===== src/rtl/pipe_defs_pkg.sv =====
// Shared pipeline definitions: datapath widths, ALU op codes, the ID/EX
// bundle and the forwarding match helper.
package pipe_defs;

  localparam int DW = 32;  // datapath width
  localparam int RW = 5;   // register-number width

  // Canonical ALU codes. Several ops ignore aluc[3]; the decoder in
  // pipe_alu treats those bits as don't-care.
  localparam logic [3:0] ALU_ADD = 4'b0000;
  localparam logic [3:0] ALU_AND = 4'b0001;
  localparam logic [3:0] ALU_XOR = 4'b0010;
  localparam logic [3:0] ALU_SLL = 4'b0011;
  localparam logic [3:0] ALU_SUB = 4'b0100;
  localparam logic [3:0] ALU_OR  = 4'b0101;
  localparam logic [3:0] ALU_LUI = 4'b0110;
  localparam logic [3:0] ALU_SRL = 4'b0111;
  localparam logic [3:0] ALU_SRA = 4'b1111;

  // ID/EX pipeline register contents.
  typedef struct packed {
    logic          valid;
    logic          wreg;
    logic          m2reg;
    logic          wmem;
    logic [3:0]    aluc;
    logic          shift;
    logic          aluimm;
    logic [RW-1:0] wn;
    logic [RW-1:0] rs;
    logic [RW-1:0] rt;
    logic [DW-1:0] qa;
    logic [DW-1:0] qb;
    logic [DW-1:0] imm;
  } idex_t;

  // A later stage supplies a source operand when it writes a nonzero
  // register equal to that source. r0 is hardwired zero, never forwarded.
  function automatic logic fwd_hit(input logic wreg, input logic [RW-1:0] wn,
                                   input logic [RW-1:0] src);
    return wreg && (wn != '0) && (wn == src);
  endfunction

endpackage


===== src/rtl/pipe_alu.sv =====
// Combinational ALU shared by the pipelined EX stage and the single-cycle CPU.
//   a, b  : operands (a supplies the shift amount for shift ops)
//   aluc  : op code (see pipe_defs ALU_* constants)
//   r     : result, modulo 2^DW, no overflow trap
//   z     : r == 0
module pipe_alu #(
  parameter int DW = 32
) (
  input  logic [DW-1:0] a,
  input  logic [DW-1:0] b,
  input  logic [3:0]    aluc,
  output logic [DW-1:0] r,
  output logic          z
);

  localparam int SHW = $clog2(DW);

  // Only the low bits of a form the shift amount; the rest are ignored.
  logic [SHW-1:0] sh;
  assign sh = a[SHW-1:0];

  // aluc[1:0] picks the group, aluc[2] the op within it. aluc[3] only
  // matters for right shifts (arithmetic vs logical); 1011 falls to SLL.
  always_comb begin
    r = '0;
    unique case (aluc[1:0])
      2'b00:   r = aluc[2] ? (a - b) : (a + b);
      2'b01:   r = aluc[2] ? (a | b) : (a & b);
      2'b10:   r = aluc[2] ? (b << 16) : (a ^ b);
      default: begin
        if (!aluc[2])     r = b << sh;
        else if (aluc[3]) r = $signed(b) >>> sh;
        else              r = b >> sh;
      end
    endcase
  end

  assign z = (r == '0);

endmodule


===== src/rtl/pipe_ex_stage.sv =====
// Execute stage of the 5-stage pipeline.
//   clk, clrn        : clock, synchronous active-high clear of ID/EX
//   stall, flush     : hazard-unit hold / bubble insert (flush wins)
//   ID*              : decoded instruction entering ID/EX
//   MEM*, WB*        : later-stage write info used for operand forwarding
//   EXwreg..EXwn     : registered control/destination toward EX/MEM
//   EXalu, EXz       : ALU result and zero flag (combinational)
//   EXstore          : forwarded operand B, used as store data
//   EXvalid          : ID/EX holds a real instruction
// DW/RW must match the widths in pipe_defs, which sizes the ID/EX bundle.
module pipe_ex_stage
  import pipe_defs::*;
#(
  parameter int DW = pipe_defs::DW,
  parameter int RW = pipe_defs::RW
) (
  input  logic          clk,
  input  logic          clrn,
  input  logic          stall,
  input  logic          flush,
  input  logic          IDwreg,
  input  logic          IDm2reg,
  input  logic          IDwmem,
  input  logic [3:0]    IDaluc,
  input  logic          IDshift,
  input  logic          IDaluimm,
  input  logic [RW-1:0] IDwn,
  input  logic [RW-1:0] IDrs,
  input  logic [RW-1:0] IDrt,
  input  logic [DW-1:0] IDqa,
  input  logic [DW-1:0] IDqb,
  input  logic [DW-1:0] IDimmeOrSa,
  input  logic          MEMwreg,
  input  logic          MEMm2reg,
  input  logic [RW-1:0] MEMwn,
  input  logic [DW-1:0] MEMalu,
  input  logic          WBwreg,
  input  logic [RW-1:0] WBwn,
  input  logic [DW-1:0] WBdata,
  output logic          EXwreg,
  output logic          EXm2reg,
  output logic          EXwmem,
  output logic [RW-1:0] EXwn,
  output logic [DW-1:0] EXalu,
  output logic [DW-1:0] EXstore,
  output logic          EXz,
  output logic          EXvalid
);

  idex_t id_bus, idex;

  assign id_bus = '{valid: 1'b1, wreg: IDwreg, m2reg: IDm2reg, wmem: IDwmem,
                    aluc: IDaluc, shift: IDshift, aluimm: IDaluimm,
                    wn: IDwn, rs: IDrs, rt: IDrt,
                    qa: IDqa, qb: IDqb, imm: IDimmeOrSa};

  // A bubble is the all-zero bundle: no writes, valid=0, and an ADD of
  // 0+0 so EXz reads 1.
  always_ff @(posedge clk) begin
    if (clrn)        idex <= '0;
    else if (flush)  idex <= '0;
    else if (!stall) idex <= id_bus;
  end

  // Forwarding is evaluated every cycle, so a stalled instruction keeps
  // picking up fresh MEM/WB results. A load in MEM has no data yet and is
  // skipped; the hazard unit stalls for that case.
  logic          mem_fwd_ok;
  logic [DW-1:0] fwd_a, fwd_b, op_a, op_b;

  assign mem_fwd_ok = MEMwreg && !MEMm2reg;

  always_comb begin
    fwd_a = idex.qa;
    if (fwd_hit(mem_fwd_ok, MEMwn, idex.rs))  fwd_a = MEMalu;
    else if (fwd_hit(WBwreg, WBwn, idex.rs))  fwd_a = WBdata;
  end

  always_comb begin
    fwd_b = idex.qb;
    if (fwd_hit(mem_fwd_ok, MEMwn, idex.rt))  fwd_b = MEMalu;
    else if (fwd_hit(WBwreg, WBwn, idex.rt))  fwd_b = WBdata;
  end

  assign op_a = idex.shift  ? idex.imm : fwd_a;
  assign op_b = idex.aluimm ? idex.imm : fwd_b;

  pipe_alu #(.DW(DW)) u_alu (
    .a    (op_a),
    .b    (op_b),
    .aluc (idex.aluc),
    .r    (EXalu),
    .z    (EXz)
  );

  assign EXstore = fwd_b;
  assign EXwreg  = idex.wreg;
  assign EXm2reg = idex.m2reg;
  assign EXwmem  = idex.wmem;
  assign EXwn    = idex.wn;
  assign EXvalid = idex.valid;

endmodule


===== config.mk =====
export PLATFORM = sky130hd
export DESIGN_NAME = pipe_ex_stage
export DESIGN_NICKNAME = d
export VERILOG_FILES = /design/src/rtl/pipe_defs_pkg.sv /design/src/rtl/pipe_alu.sv /design/src/rtl/pipe_ex_stage.sv
export SDC_FILE = /design/constraint.sdc
export NUM_CORES = 1
export LEC_CHECK = 0
export ABC_CLOCK_PERIOD_IN_PS = 14400
export BUFFER_PORTS_ARGS = -buffer_cell sky130_fd_sc_hd__buf_2
export CAP_MARGIN = 20
export CORE_MARGIN = 5
export CORE_UTILIZATION = 25
export DETAILED_ROUTE_END_ITERATION = 16
export GPL_ROUTABILITY_DRIVEN = 1
export GPL_TIMING_DRIVEN = 0
export PLACE_DENSITY_LB_ADDON = 0.1
export SLEW_MARGIN = 15
export SYNTH_ARGS = -nofsm -noshare
export SYNTH_HDL_FRONTEND = slang
export SYNTH_SLANG_ARGS = --single-unit
export TNS_END_PERCENT = 5

===== constraint.sdc =====
create_clock -name clk -period 14.4 [get_ports clk]
set_input_delay 2.88 -clock clk [delete_from_list [all_inputs] [get_ports clk]]
set_output_delay 2.88 -clock clk [all_outputs]
set_load 0.01 [all_outputs]

== After elaboration in Yosys (flattened, before gate mapping) ==
Cells that the tools add are included.
W data, S select, Z words.

* Add/subtract/negate cells: 2
* $mul: 0
* Div/mod/pow operators: 0
* $lt $le $gt $ge: 0
* Equality and inequality tests: 6
* Shifts and indexed selects: 3
* Multiplexer cells: 12
* Bitwise gates (word level): 3
* Reduce and logical (&&, ||, !) cells: 13

{| class="wikitable"
|+ Operator list
! kind !! count
|-
| $mux W32 || 11
|-
| $pmux W32 S3 || 1
|-
| $add A32 B32 Y32 || 1
|-
| $and A32 B32 Y32 || 1
|-
| $logic_not A32 Y1 || 1
|-
| $or A32 B32 Y32 || 1
|-
| $shl A32 B5 Y32 || 1
|-
| $shr A32 B5 Y32 || 1
|-
| $sshr A32 B5 Y32 || 1
|-
| $sub A32 B32 Y32 || 1
|-
| $xor A32 B32 Y32 || 1
|-
| $eq A5 B5 Y1 || 4
|-
| $reduce_bool A5 Y1 || 2
|-
| $logic_and A1 B1 Y1 || 7
|-
| $eq A2 B1 Y1 const B || 1
|-
| $eq A2 B2 Y1 const B || 1
|-
| $logic_not A2 Y1 || 1
|-
| $reduce_or A2 Y1 || 1
|-
| $logic_not A1 Y1 || 1
|}

* Register bits: 121
* Bits in latches: 0
* RAM bits: 0
* ROM bits: 0
* Input port bits: 201
* Output and inout bits: 74
* Logic and storage cells: 52
* Memories: 0

== Depth between registers and ports, before layout ==
* Depth in word-level cells: 11
* Depth in mapped cells: 30
* Mapped depth without buffers: 26

== Modules after synthesis ==
From an unflattened synthesis, not the netlist that was laid out.

* Cells, all modules: 2265
* Area, all modules: 17110.2 µm²

{| class="wikitable"
|+ By module, submodules not included
! module !! instances !! cells an instance !! area an instance (µm²) !! seq. area each (µm²)
|-
| pipe_alu || 1 || 1317 || 9250.1 || 0.0
|-
| pipe_ex_stage || 1 || 948 || 7860.0 || 2422.3
|}

== Worst setup path after synthesis ==
OpenSTA, ideal clock, no wires.

* Kind: in2out
* Start: input port WBwn[1]
* End: output port EXz
* Arrival time: 8732 ps
* Required time: 11520 ps
* Path slack: 2788 ps
* Stages on the path: 28
* Buffers on the path: 2
* Cell sequence: or4_4 o211a_1 buf_2 buf_2 nand3_1 a311oi_1 a21oi_2 nand4_1 or2_2 nor3_1 and3_1 a21oi_1 xnor2_1 ha_1 a21o_1 a21o_1 a21oi_1 o21ai_0 a41oi_1 o21ai_0 o41a_1 nand4_1 nand4b_1 xnor2_1 a21oi_1 and3_1 or3_1 nor4_2

* Cells in the longest elaborated chain, start to end: 11
* Elaborated cells between the ends (all ways): 27
* Classes of those cells: add/sub (2); eq/ne (2); shift (3); mux (12); bitwise (3); reduce/logical (5)

{| class="wikitable"
|+ Ends and longest elaborated chain
! element !! line !! RTL
|-
| from (decl) || pipe_ex_stage.sv:38 || <nowiki>input logic [RW-1:0] WBwn,</nowiki>
|-
| parallel branches: the longest is 9 deep, another holds $add A32 B32 Y32 || - ||
|-
| $pmux W32 S3 * || pipe_alu.sv:26 || <nowiki>unique case (aluc[1:0])</nowiki>
|-
| via EXalu[29] || pipe_ex_stage.sv:44 || <nowiki>output logic [DW-1:0] EXalu,</nowiki>
|-
| $logic_not A32 Y1 * || pipe_alu.sv:38 || <nowiki>assign z = (r == '0);</nowiki>
|-
| to (decl) || pipe_ex_stage.sv:46 || <nowiki>output logic EXz,</nowiki>
|}

Mark *: on every way through the listed nets, which the timed path passes.

== Final worst setup path ==
* Start: input port WBwn[4]
* End: output port EXz

* Cells in the longest elaborated chain, start to end: 11
* Elaborated cells between the ends (all ways): 27
* Classes of those cells: add/sub (2); eq/ne (2); shift (3); mux (12); bitwise (3); reduce/logical (5)

{| class="wikitable"
|+ Ends and longest elaborated chain
! element !! line
|-
| parallel branches: the longest is 9 deep, another holds $add A32 B32 Y32 || -
|-
| $pmux W32 S3 * || pipe_alu.sv:26
|-
| $logic_not A32 Y1 * || pipe_alu.sv:38
|}

Mark *: on every way between the ends.

==> reports/results.ini <==
[sta]
skew_ns=0
fin_crit_sh_pct=98.0
setup_viol=0
clock.fmax_ghz=0.0709
slew_viol_final=0
relSlewSlack_pct=17.1
worst_pin_slew_ns=1.24
hold_slack_ns=0.494
hold_viol=0
rsz0062_at_grt=no
min_period_ns=14.11

[global_route]
grt_usage_pct=29.5
antenna_found_initial=18
grt-ovfl-total=0
grt_max_degree=17
grt_first_pass_wirelength_um=149000
grt_pass1_vias=19100

[yosys]
ys_types=107
syn_area_sq_um=16100
synthFlopType=dfxtp_1
avgSynthCellArea_sq_um=7.43
synth_common_cells=nor2_1, a21oi_1, mux2i_1
synth_cells=2164
yosys-top-cells-area=dfxtp_1, mux2i_1, ha_1, nor2_1, a21oi_1
yosysWarnings=0
synth_most_common_cell=nor2_1
syn-num-nets=2462
seq_area_frac_synth_pct=15.1
synth-edff-count=0
async_reset_ff_share_pct=0
synth_seq_cells=121
yosysTopAreaCellShare_pct=15.1
yosys.area.top_type=dfxtp_1

[clocking]
cts_hold_buf=0
cts_max_path_buffers=2
clkSinkCount=121
clk_pin_slew_ns=0.06
h-tree-depth=4
insertion_delay_ns=0.47
root_buffer=clkbuf_16
post_cts_buffers=0
numCtsBuffers=17
cts_tree=done

[critical_path]
crit_fanout=10
cp.arrival_ns=11.23
crit_path_start=WBwn[4]
cp_slowest_cell=a21oi_2
rr_worst_depth=10
cp-endpoint=EXz
required_ns=11.52
cp_slowest_stage_delay_ns=0.78
worstSetupPathType=in -> out
r2r_start=idex[115]
crit_path_frequent_cell=buf_2
reg2reg_setup_slack_ns=8.88
start_kind=input pin
end_kind=output pin
r2r_end=idex[115]

[pwr]
seqPwrFrac_pct=20.8
p_total_uw=1710
leakagePower_uw=0.00814
powerDensity_nw_per_um2=88.3
p_int_uw=955
switching_power_uw=757
pwr-share-comb_pct=48.2
switching_share_pct=44.2
ir_worst_vdd_v=0.0000880
clkPwrFrac_pct=31.0

[route]
wl_per_cell_um=32.5
drtAntennaViolNets=0
initialDrtViolationCount=2149
drt_wl_total_um=108000
first_pass_iters=6
drc=0
vias_per_cell=5.99
num_vias=20000

[die]
core_area_sq_um=64100
dieArea_sq_um=69500
ios=275
rows=93
start_util_pct=25.1
die_w_um=264
dieHeight_um=264

[cells_and_area]
nFillCells=7091
finalNetCount=2760
drive_gt1_share_pct=20.4
area_growth_pct=20.6
seq_area_sq_um=2420
multi_input_area_sq_um=12600

[placed_design]
gp_congestion=1.02
dp_hpwl_um=89400
port-buffer-count=271

[flow_run]
maxCapViolations=0

[run_status]
status=finished, final reports clean

[hold_path]
min_path_type=reg -> reg

==> cells by family (layout without fill, tap and decap cells) <==
group                    count (synthesis)  after routing  share of synthesized area, %
XOR/XNOR                                74             74                          4.03
buffers and inverters                  256            567                          7.04
flip-flops                             121            121                          15.1
AND/OR/NAND/NOR                        685            685                          20.9
AO/OA/AOI/OAI                          730            730                          31.4
other                                    0              4                             0
multiplexers                           201            201                          13.9
adder cells (fa/ha/maj)                 97             97                          7.60
==> metal layers <==
layer / track usage (%) / vias to the layer above / wire length, um
met4: 11.4 / 26 / 5150
met1: 38.7 / 9807 / 45800
li1: - / 8768 / -
met5: 0 / - / 172
met3: 5.24 / 243 / 8000
met2: 48.3 / 1120 / 49100
==> through the flow <==
step / setup WS (ns) / instance area (sq um) / instances / setup TNS, ns / util (%)
after floorplan: 2.79 / 16100 / 2164 / 0 / -
after global placement: -1.67 / 18500 / 3290 / -1.91 / 28.9
after detailed placement: -0.352 / 18600 / 3298 / -0.352 / 29.1
after CTS: 0.0765 / 19300 / 3330 / 0 / 30.2
after global routing: 0.0754 / 19400 / 3330 / 0 / 30.2
final: 0.291 / 19400 / 3334 / 0 / 30.2
==> power groups by stage <==
stage	Combinational, uW	Sequential [uW]	Clock [uW]
5_1_grt	860	357	553
6_report	826	356	531
2_1_floorplan	459	359	0
4_1_cts	807	355	546
3_5_place_dp	799	363	0
3_3_place_gp	799	363	0
==> cells in the final DEF, fill, tap and decap left out, drive strengths merged, types with 10 or more instances in the layout <==
cell type,count
or4,10
clkbuf,117
o211ai,32
a21oi,189
mux2,10
buf,360
dfxtp,121
a2111oi,12
a311oi,34
mux2i,175
a211oi,91
a221oi,12
nand4,16
xor2,12
and3,17
and2,29
nor3,75
o21ai,126
a22oi,14
nor2,271
inv,79
mux4,16
a31oi,59
xnor2,62
a21o,21
nor4,43
ha,96
o22ai,19
nand2,124
nand3,49
or2,12
==> timing repair <==
item	CTS	global route
endpoints found under the setup margin	2	2
hold endpoints to repair	0	0
gates resized for setup	4	4
==> worst min path at each step <==
stage | start | end | slack [ns] | depth (start not counted)
floorplan | idex[64] | idex[64] | 0.46 | 2
global placement | EXwreg | EXwreg | 0.48 | 2
detailed placement | EXwn[1] | EXwn[1] | 0.49 | 2
CTS | EXvalid | EXvalid | 0.50 | 2
global route | EXvalid | EXvalid | 0.51 | 2
finish | EXvalid | EXvalid | 0.49 | 2
==> critical path, delay by kind of cell <==
family          cells  cell delay (ns)
buf+inv             3             0.56
xor+xnor            3             0.59
compound gates     11             3.96
fa+ha+maj           1             0.38
simple gates        9             2.81
==> cell type report <==
| cell class | instances | area share (%) |
|---|---|---|
| Antenna cell | 4 | 0.0516 |
| Buffer | 178 | 4.29 |
| Clock buffer | 19 | 2.29 |
| Clock inverter | 13 | 1.23 |
| Inverter | 77 | 1.53 |
| Multi-Input combinational cell | 1787 | 65.2 |
| Sequential cell | 121 | 12.5 |
| Tap cell | 855 | 5.52 |
| Timing Repair Buffer | 280 | 7.41 |
==> state kept, by name (all words and copies together) (netlist names) <==
signal	cells
EXwn	5
EXwreg	1
idex	112
EXvalid	1
EXm2reg	1
EXwmem	1
(Power assumes the default switching activity.)
